File: src/rtl/mem_lsu_pkg.sv
`default_nettype none
// ============================================================================
// Module  : mem_lsu_pkg
// Brief   : Opcode, bus-size and FSM encodings plus decode helpers for mem_lsu.
// Revision: 1.0 - initial release
// ============================================================================
package mem_lsu_pkg;

  localparam int GPR_BUS      = 32;
  localparam int GPR_ADDR_BUS = 5;
  localparam int MEM_OP_BUS   = 4;

  typedef enum logic [MEM_OP_BUS-1:0] {
    MEM_OP_NOP = 4'd0,
    MEM_OP_LB  = 4'd1,
    MEM_OP_LBU = 4'd2,
    MEM_OP_LH  = 4'd3,
    MEM_OP_LHU = 4'd4,
    MEM_OP_LW  = 4'd5,
    MEM_OP_SB  = 4'd6,
    MEM_OP_SH  = 4'd7,
    MEM_OP_SW  = 4'd8
  } mem_op_e;

  localparam logic [1:0] SIZE_BYTE = 2'd0;
  localparam logic [1:0] SIZE_HALF = 2'd1;
  localparam logic [1:0] SIZE_WORD = 2'd2;

  typedef enum logic [2:0] {
    ST_IDLE  = 3'd0,
    ST_REQ   = 3'd1,
    ST_WAIT  = 3'd2,
    ST_RESP  = 3'd3,
    ST_DRAIN = 3'd4
  } lsu_state_e;

  function automatic logic op_is_load(input logic [MEM_OP_BUS-1:0] op);
    op_is_load = (op >= MEM_OP_LB) && (op <= MEM_OP_LW);
  endfunction

  function automatic logic op_is_store(input logic [MEM_OP_BUS-1:0] op);
    op_is_store = (op >= MEM_OP_SB) && (op <= MEM_OP_SW);
  endfunction

  function automatic logic [1:0] op_size(input logic [MEM_OP_BUS-1:0] op);
    case (op)
      MEM_OP_LB, MEM_OP_LBU, MEM_OP_SB: op_size = SIZE_BYTE;
      MEM_OP_LH, MEM_OP_LHU, MEM_OP_SH: op_size = SIZE_HALF;
      default:                          op_size = SIZE_WORD;
    endcase
  endfunction

  // Only memory ops can fault; non-memory ops decode as word size.
  function automatic logic op_misaligned(input logic [MEM_OP_BUS-1:0] op,
                                         input logic [1:0]            a);
    op_misaligned = 1'b0;
    if (op_is_load(op) || op_is_store(op)) begin
      case (op_size(op))
        SIZE_HALF: op_misaligned = a[0];
        SIZE_WORD: op_misaligned = (a != 2'b00);
        default:   op_misaligned = 1'b0;
      endcase
    end
  endfunction

  function automatic logic [GPR_BUS-1:0] store_format(input logic [MEM_OP_BUS-1:0] op,
                                                      input logic [GPR_BUS-1:0]    d);
    case (op_size(op))
      SIZE_BYTE: store_format = {4{d[7:0]}};
      SIZE_HALF: store_format = {2{d[15:0]}};
      default:   store_format = d;
    endcase
  endfunction

endpackage
`default_nettype wire

File: src/rtl/mem_lsu_load_extend.sv
`default_nettype none
// ============================================================================
// Module  : mem_lsu_load_extend
// Brief   : Little-endian lane select and sign/zero extension of load data.
// Revision: 1.0 - initial release
// ============================================================================
module mem_lsu_load_extend
  import mem_lsu_pkg::*;
(
  input  logic [MEM_OP_BUS-1:0] op_i,
  input  logic [1:0]            addr_i,
  input  logic [GPR_BUS-1:0]    rdata_i,
  output logic [GPR_BUS-1:0]    result_o
);

  logic [7:0]  byte_sel;
  logic [15:0] half_sel;

  always_comb begin
    case (addr_i)
      2'd0:    byte_sel = rdata_i[7:0];
      2'd1:    byte_sel = rdata_i[15:8];
      2'd2:    byte_sel = rdata_i[23:16];
      default: byte_sel = rdata_i[31:24];
    endcase
    half_sel = addr_i[1] ? rdata_i[31:16] : rdata_i[15:0];

    case (op_i)
      MEM_OP_LB:  result_o = {{24{byte_sel[7]}}, byte_sel};
      MEM_OP_LBU: result_o = {24'h0, byte_sel};
      MEM_OP_LH:  result_o = {{16{half_sel[15]}}, half_sel};
      MEM_OP_LHU: result_o = {16'h0, half_sel};
      default:    result_o = rdata_i;
    endcase
  end

endmodule
`default_nettype wire

File: src/rtl/mem_lsu.sv
`default_nettype none
// ============================================================================
// Module  : mem_lsu
// Brief   : MEM-stage load/store unit: sram-like bus sequencing, load extension,
//           store lane replication and address-error detection.
// Revision: 1.0 - initial release
// ============================================================================
module mem_lsu
  import mem_lsu_pkg::*;
(
  input  logic                    clk,
  input  logic                    rst,
  input  logic                    flush,
  input  logic [MEM_OP_BUS-1:0]   ex_mem_op,
  input  logic [GPR_BUS-1:0]      ex_addr,
  input  logic [GPR_BUS-1:0]      ex_store_data,
  input  logic                    ex_regfile_write_enable,
  input  logic [GPR_ADDR_BUS-1:0] ex_regfile_write_addr,
  input  logic [GPR_BUS-1:0]      ex_regfile_write_data,
  input  logic [GPR_BUS-1:0]      ex_pc,
  output logic                    data_req,
  output logic                    data_wr,
  output logic [1:0]              data_size,
  output logic [GPR_BUS-1:0]      data_addr,
  output logic [GPR_BUS-1:0]      data_wdata,
  input  logic                    data_addr_ok,
  input  logic                    data_data_ok,
  input  logic [GPR_BUS-1:0]      data_rdata,
  output logic                    mem_regfile_write_enable,
  output logic [GPR_ADDR_BUS-1:0] mem_regfile_write_addr,
  output logic [GPR_BUS-1:0]      mem_regfile_write_data,
  output logic [GPR_BUS-1:0]      mem_pc,
  output logic                    stall_req,
  output logic                    exc_adel,
  output logic                    exc_ades,
  output logic [GPR_BUS-1:0]      bad_vaddr
);

  lsu_state_e state_q, state_d;

  logic [GPR_BUS-1:0]      addr_q, wdata_q, exdata_q, pc_q, rdata_q;
  logic [1:0]              size_q;
  logic                    wr_q, we_q;
  logic [MEM_OP_BUS-1:0]   op_q;
  logic [GPR_ADDR_BUS-1:0] dest_q;

  logic [GPR_BUS-1:0] load_ext;
  logic               latch_en, capture_en;
  logic               is_load, is_store, misaligned, new_mem_op;

  assign is_load    = op_is_load(ex_mem_op);
  assign is_store   = op_is_store(ex_mem_op);
  assign misaligned = op_misaligned(ex_mem_op, ex_addr[1:0]);
  assign new_mem_op = (is_load || is_store) && !misaligned;

  mem_lsu_load_extend u_load_extend (
    .op_i     (op_q),
    .addr_i   (addr_q[1:0]),
    .rdata_i  (data_rdata),
    .result_o (load_ext)
  );

  always_ff @(posedge clk or negedge rst) begin
    if (!rst) begin
      state_q  <= ST_IDLE;
      addr_q   <= '0;
      wdata_q  <= '0;
      exdata_q <= '0;
      pc_q     <= '0;
      rdata_q  <= '0;
      size_q   <= '0;
      wr_q     <= 1'b0;
      we_q     <= 1'b0;
      op_q     <= '0;
      dest_q   <= '0;
    end else begin
      state_q <= state_d;
      if (latch_en) begin
        addr_q   <= ex_addr;
        size_q   <= op_size(ex_mem_op);
        wr_q     <= is_store;
        wdata_q  <= store_format(ex_mem_op, ex_store_data);
        op_q     <= ex_mem_op;
        dest_q   <= ex_regfile_write_addr;
        we_q     <= ex_regfile_write_enable && is_load;
        exdata_q <= ex_regfile_write_data;
        pc_q     <= ex_pc;
      end
      if (capture_en) begin
        rdata_q <= load_ext;
      end
    end
  end

  always_comb begin
    state_d    = state_q;
    latch_en   = 1'b0;
    capture_en = 1'b0;

    data_req   = 1'b0;
    data_wr    = wr_q;
    data_size  = size_q;
    data_addr  = addr_q;
    data_wdata = wdata_q;

    mem_regfile_write_enable = ex_regfile_write_enable && !misaligned;
    mem_regfile_write_addr   = ex_regfile_write_addr;
    mem_regfile_write_data   = ex_regfile_write_data;
    mem_pc                   = ex_pc;
    stall_req                = 1'b0;

    exc_adel  = is_load && misaligned;
    exc_ades  = is_store && misaligned;
    bad_vaddr = misaligned ? ex_addr : '0;

    case (state_q)
      ST_IDLE: begin
        if (new_mem_op && !flush) begin
          latch_en  = 1'b1;
          stall_req = 1'b1;
          state_d   = ST_REQ;
        end
      end
      ST_REQ: begin
        data_req                 = 1'b1;
        stall_req                = 1'b1;
        mem_regfile_write_enable = 1'b0;
        if (data_addr_ok) begin
          state_d = flush ? ST_DRAIN : ST_WAIT;
        end else if (flush) begin
          state_d = ST_IDLE;
        end
      end
      ST_WAIT: begin
        stall_req                = 1'b1;
        mem_regfile_write_enable = 1'b0;
        if (data_data_ok) begin
          if (flush) begin
            state_d = ST_IDLE;
          end else begin
            capture_en = 1'b1;
            state_d    = ST_RESP;
          end
        end else if (flush) begin
          state_d = ST_DRAIN;
        end
      end
      ST_RESP: begin
        mem_regfile_write_enable = we_q;
        mem_regfile_write_addr   = dest_q;
        mem_regfile_write_data   = wr_q ? exdata_q : rdata_q;
        mem_pc                   = pc_q;
        state_d                  = ST_IDLE;
      end
      ST_DRAIN: begin
        // A killed transfer still owes one response; hold any new memory op until it lands.
        if (new_mem_op) begin
          stall_req                = 1'b1;
          mem_regfile_write_enable = 1'b0;
        end
        if (data_data_ok) begin
          state_d = ST_IDLE;
        end
      end
      default: state_d = ST_IDLE;
    endcase

    if (!rst) begin
      data_req                 = 1'b0;
      data_wr                  = 1'b0;
      data_size                = '0;
      data_addr                = '0;
      data_wdata               = '0;
      mem_regfile_write_enable = 1'b0;
      mem_regfile_write_addr   = '0;
      mem_regfile_write_data   = '0;
      mem_pc                   = '0;
      stall_req                = 1'b0;
      exc_adel                 = 1'b0;
      exc_ades                 = 1'b0;
      bad_vaddr                = '0;
    end
  end

endmodule
`default_nettype wire
File: config.mk
export PLATFORM = sky130hd
export DESIGN_NAME = mem_lsu
export DESIGN_NICKNAME = d
export VERILOG_FILES = /design/src/rtl/mem_lsu_pkg.sv /design/src/rtl/mem_lsu_load_extend.sv /design/src/rtl/mem_lsu.sv
export SDC_FILE = /design/constraint.sdc
export NUM_CORES = 1
export LEC_CHECK = 0
export BUFFER_PORTS_ARGS = -buffer_cell sky130_fd_sc_hd__buf_2
export CORE_ASPECT_RATIO = 1.2
export CORE_UTILIZATION = 43
export CTS_CLUSTER_SIZE = 16
export DETAILED_ROUTE_END_ITERATION = 16
export GPL_ROUTABILITY_DRIVEN = 0
export MAX_ROUTING_LAYER = met4
export PLACE_DENSITY_LB_ADDON = 0.3
export SLEW_MARGIN = 30
export SYNTH_ARGS = -nofsm -noshare
export SYNTH_HDL_FRONTEND = slang
export SYNTH_HIERARCHICAL = 1
export SYNTH_SLANG_ARGS = --single-unit
File: constraint.sdc
create_clock -name clk -period 2.75 [get_ports clk]
set_clock_uncertainty 0.15 [all_clocks]
set_input_delay 0.6875 -clock clk [delete_from_list [all_inputs] [get_ports clk]]
set_output_delay 0.6875 -clock clk [all_outputs]
set_load 0.05 [all_outputs]
==> results by group, run 1 <==
Run status
  – Outcome: finished, violations left
  – Failing checks: setup timing

Critical path
  – Setup CP Type: in -> out
  – Setup crit end kind: output port
  – Worst EP arrival: about 2 ns
  – Worst setup SP type: primary input
  – Worst-path fanout max: 6
  – Critical Path RT: 1.91 ns

Drt
  – DRC viols: 0
  – Final ANT Viol Nets: 0
  – TritonRoute pass-1 iters: 5
  – Via density: 5.50
  – Vias: between 9000 and 10000
  – DRT iter0 DRCs: about 500
  – DR WL/cell: roughly 19 microns
  – Total Wirelength: about 32 mm

Cells and area
  – Nets: ~1600
  – Area added between synthesis and finish: 44.1%
  – Fin util: 63.1%
  – Share of cells above drive strength 1: 49.8%

Worst hold path
  – HP Class: in -> async

Place
  – Detailed-placement wirelength estimate: 22.3 mm
  – Pre-CTS setup slack: -0.188 ns
  – Port bufs: approximately 350

Yosys
  – Synth Area in Simple Gates: 14.6%
  – Post-Syn Area: around 11000 sq um
  – Yosys cell types: 59
  – Mux share of post-synthesis cell area: about 25%
  – Synth warn: 6
  – Post-Syn Nets: 1194
  – Post-Synth Adder-Cell Area: 0%
  – Xor-xnor portion of the synthesized cell area: 0.162%
  – Mapped Cells: 1019
  – Post-synth EDFFs: 0
  – Syn avg cell area: 10.6 sq um
  – Dominant synthesized flop cell: dfrtp_1
  – Register area share after synthesis: 40.8%
  – Flip-flop and latch count after synthesis: 176
  – Largest family of logic cells by synthesized area: multiplexers
  – Async S/R FF share, synth: 100%
  – Synth Area in Compound Gates: 14.6%

Timing
  – Transition time of the tightest slew-check pin: just over 0.7 ns
  – Slew HR: 52.1%
  – Final min period: 2.81 ns
  – Fmax: ~360 MHz
  – Final Setup Violations: 16
  – Final worst setup slack: -0.0585 ns
  – RSZ-0062 raised after global routing: true
  – Fin crit share: 102%
  – Fin. max-slew vios: 0
  – Hold Violations, Final: 0
  – Final setup TNS: -0.381 ns

Die
  – Initial Util: 43.8%
  – Core area: approximately 25000 sq um
  – Die area: 25800 sq um
  – Die outline height: 176 microns
  – Row count: 63
  – DIE WIDTH: 147 microns
  – I/O pins: 348

Power
  – Pwr per Cell Area: 729 nW/um^2
  – IR drop worst, VDD: between 0.4 and 0.5 mV
  – Leak pwr: about 7.4 nW
  – Design Power: ~11 mW

Clock tree
  – Num CTS Buffers: 17
  – Number of H-tree levels: 4
  – Reg clk slew, reported paths: 0.07 ns
  – Clock latency on the worst-skew pair: 0.43 ns
  – TritonCTS clock tree: built
  – CTS sink count: ~180
  – CTS root buf: clkbuf_16
  – Longest Clk Path Bufs: 2

GRT
  – Total GRT Usage: 25.4%
  – First-pass GRT wire length: 50.0 mm
  – Met1 GRT Util: 30.1%
  – Met3 Resource Use GR: ~4.6%
  – GR Util met2: 42.2%
  – Initial antenna violation count: 4
  – Grt total ovfl: 0
  – Number of global-route vias before repair: ~9500
  – Global route hottest layer: met2
  – Pin count of the biggest net entering global routing: about 70

Job
  – Max-cap violations: 0
## worst paths after layout
check                             start            end  slack [ns]  cells after the start
hold reg to reg               addr_q[7]      addr_q[7]        0.33                      1
max in group asynchronous           rst           wr_q        1.35                      2
setup reg to reg                op_q[1]     rdata_q[4]        0.33                      4
min in group clk           data_data_ok     state_q[2]        0.30                      2
setup / recovery             ex_addr[0]  bad_vaddr[26]       -0.06                      8
hold / removal                      rst     wdata_q[6]        0.14                      2
## cell usage in the layout (no fill, tap or decap), drive strengths merged, types with 2 or more instances in the layout
cell type    n
o21ai        3
mux2       177
dfrtp      176
nor2        11
a2111oi      5
a21boi      43
and3b        2
clkinvlp     4
clkbuf      25
nand2b      11
nand3b      12
clkinv       2
nor2b        9
and2        74
a21oi       10
o2bb2ai     16
mux2i       48
o211a       33
nand3       12
a31oi       15
a2bb2oi      2
inv         27
a221o        4
o311ai       7
diode        4
o221ai      10
and3        35
o31ai        2
mux4         8
buf        437
o22a         6
o211ai      24
o22ai        4
a22o         4
o21a         3
nand2      122
## synth_stat cells, drive strengths merged (16+ instances only)
cell type	instances	area share (%)
buf	42	2.3
clkbuf	51	1.8
and3	35	2.0
inv	24	0.83
mux2i	48	4.6
mux2	177	18
a21boi	43	3.0
and2	74	4.3
nand2	122	4.2
dfrtp	176	41
o211ai	24	1.7
o211a	33	3.1
o2bb2ai	16	1.3
## worst max-delay path, cell delays in order
cell,delay (ns)
buf_6,0.11
a21oi_1,0.05
o31a_1,0.31
o22ai_4,0.18
buf_6,0.17
buf_12,0.12
and3_4,0.20
buf_8,0.14
## area by class of cell
| cell class | count | area (sq um) |
|---|---|---|
| fillers | 1943 | 9110 |
| multi-input cells | 726 | 6420 |
| flip-flops and latches | 176 | 4410 |
| repair buffers | 441 | 3650 |
| clock buffers | 22 | 484 |
| well taps | 325 | 407 |
| clock inverters | 10 | 100 |
| inverters | 24 | 90.1 |
| diodes | 4 | 10.0 |
## metrics by stage
stage | hold WS [ns] | instance area [sq um] | cells
after floorplan | 0.242 | 11100 | 1019
after global placement | 0.309 | 13700 | 1678
final | 0.137 | 15600 | 1728
after detailed placement | 0.317 | 13700 | 1678
after CTS | 0.123 | 15200 | 1726
after global routing | 0.132 | 15600 | 1728
## state kept, by name, summed over array words and instances (netlist names), 3 cells and up
signal / cells
addr_q: 32
exdata_q: 32
pc_q: 32
rdata_q: 32
wdata_q: 32
dest_q: 5
op_q: 4
state_q: 3
## logic make-up (layout without fill, tap and decap cells)
kind of cell	after synthesis	in the layout
buf+inv	117	497
mux	233	233
simple gates	297	297
flops	176	176
other cells	0	4
xor+xnor	2	2
compound gates	194	194
## routing by layer
layer  up-vias  part of all wire [%]
li1       4439                     -
met1      4641                    41
met2       353                    51
met3        67                   5.6
met4         0                   3.1
met5         -                     0
## power by group
group	switching, mW	internal [mW]	total, mW
logic	2.70	2.01	4.71
registers	0.625	3.60	4.23
clock network	1.06	1.35	2.41
total	4.38	6.96	11.3
## what timing repair did
item                                    in CTS  in global routing
gates resized for setup                    203                120
cloned                                       4                  2
hold buffers                                 1                  0
pin swaps                                   22                 39
hold endpoints to repair                     6                  0
buffers inserted                            11                  0
endpoints found under the setup margin     101                104
Note: power is estimated with default switching activity, not from simulation.
==> run 2, diff against run 1 <==
- CTS_BUF_LIST: not set -> sky130_fd_sc_hd__clkbuf_8
==> results by group, run 2 (synthesis results as in run 1) <==
Worst hold path
  – HP Class: in -> async

Timing
  – Slew HR: 50.7%
  – Fin crit share: 102%
  – Fmax: ~360 MHz
  – Transition time of the tightest slew-check pin: 0.737 ns
  – Final worst setup slack: -0.0502 ns
  – Final setup TNS: -0.570 ns
  – Final min period: between 2 and 3 ns
  – Hold Violations, Final: 0
  – Final Setup Violations: 34
  – Final hold slack: 0.0865 ns
  – RSZ-0062 raised after global routing: true
  – Fin. max-slew vios: 0

Clock tree
  – Reg clk slew, reported paths: 0.09 ns
  – CTS root buf: clkbuf_8
  – CTS sink count: 176
  – Num CTS Buffers: 17
  – Number of H-tree levels: 4
  – Clock latency on the worst-skew pair: 0.48 ns
  – TritonCTS clock tree: built
  – Longest Clk Path Bufs: 2

GRT
  – Pin count of the biggest net entering global routing: just over 70
  – Initial antenna violation count: 4
  – Total GRT Usage: 25.4%
  – First-pass GRT wire length: roughly 50 mm
  – Number of global-route vias before repair: 9539
  – Grt total ovfl: 0

Drt
  – DRT iter0 DRCs: 512
  – Met3 routed WL: around 1.8 mm
  – Final ANT Viol Nets: 0
  – Via density: 5.51
  – TritonRoute pass-1 iters: 5
  – Wl on met1: roughly 13 mm
  – Total Wirelength: 32.4 mm
  – Vias: 9552
  – DRC viols: 0
  – DR WL/cell: roughly 19 microns
  – Wire length on met2: about 17 mm
  – Top layer in use: met4

Cells and area
  – Area added between synthesis and finish: 43.2%
  – Nets: 1568
  – Commonest non-fill, non-tap cell in the layout: buf_2
  – Most frequent cells in the layout: buf_2 (234), dfrtp_1 (175), mux2_2 (103)
  – Number of fill cells in the layout: 1981
  – Final non-filler cell total: 1735
  – Share of cells above drive strength 1: 50.2%
  – Fin util: 62.7%

Die
  – Row count: 63
  – DIE WIDTH: 147 microns
  – Die area: between 20000 and 30000 sq um
  – Die outline height: 176 microns
  – I/O pins: 348
  – Core area: 24700 sq um
  – Initial Util: 43.8%

Critical path
  – Worst-path fanout max: 6
  – Worst EP arrival: 1.96 ns
  – Crit Reg-Reg Endpoint: rdata_q[4]
  – Reg-to-reg startpoint: op_q[1]
  – Critical Path RT: 1.91 ns
  – Slack of the worst reg-to-reg path: 0.31 ns
  – Worst setup SP type: primary input
  – Setup CP Type: in -> out
  – R2R depth: 4
  – Crit path capture: bad_vaddr[26]
  – Crit path launch: ex_addr[0]
  – Setup crit end kind: output port

Place
  – Port bufs: 347
  – Detailed-placement wirelength estimate: 22.3 mm
  – Post-placement cell count: 1678

Power
  – Design Power: 10.8 mW
  – IR drop worst, VDD: approximately 0.39 mV
  – Leak pwr: 7.36 nW
  – Pwr per Cell Area: 696 nW/um^2

Run status
  – Failing checks: setup timing
  – Outcome: finished, violations left

Job
  – Max-cap violations: 0
run 2: area by class of cell:
type / count / area, sq um / share of cell area, %
Antenna cell: 4 / 10.0 / 0.0647
Clock buffer: 21 / 289 / 1.87
Clock inverter: 11 / 104 / 0.671
Inverter: 24 / 90.1 / 0.582
Multi-Input combinational cell: 726 / 6450 / 41.7
Sequential cell: 176 / 4410 / 28.5
Tap cell: 325 / 407 / 2.63
Timing Repair Buffer: 448 / 3710 / 24.0
run 2: worst min-delay path by stage:
| stage | startpoint | end |
|---|---|---|
| floorplan | rst | addr_q[0] |
| global route | rst | wdata_q[6] |
| finish | rst | wdata_q[6] |
| CTS | rst | wdata_q[6] |
| global placement | wdata_q[29] | wdata_q[29] |
| detailed placement | addr_q[29] | addr_q[29] |
run 2: worst max-delay path: stages:
cell and delay, ns:
buf_6 0.11, a21oi_1 0.05, o31a_1 0.31, o22ai_4 0.17, buf_6 0.17, buf_12 0.12
and3_4 0.21, buf_8 0.14
run 2: what timing repair did:
action / 4_1_cts / 5_1_grt
endpoints found under the hold margin: 6 / 0
gates cloned: 5 / 3
setup buffers: 13 / 2
hold buffers: 1 / 0
gates resized for setup: 241 / 69
pin swaps: 29 / 43
endpoints found under the setup margin: 103 / 105
run 2: metal layers:
metal | track usage, % | vias to the layer above
met1 | 30.0 | 4678
met5 | - | -
li1 | - | 4453
met4 | 10.3 | 0
met2 | 42.6 | 357
met3 | 4.39 | 64
run 2: where the power goes:
| part | total (mW) | internal [mW] | switching, mW |
|---|---|---|---|
| Sequential | 4.23 | 3.59 | 0.631 |
| Combinational | 4.73 | 2.03 | 2.70 |
| Clock | 1.80 | 0.817 | 0.984 |
run 2: stage by stage:
step / worst slack [ns] / area (sq um)
final: -0.0502 / 15500
after global routing: -0.129 / 15500
after CTS: -0.0630 / 15200
after detailed placement: -0.188 / 13700
after global placement: -0.171 / 13700
after floorplan: -0.120 / 11100
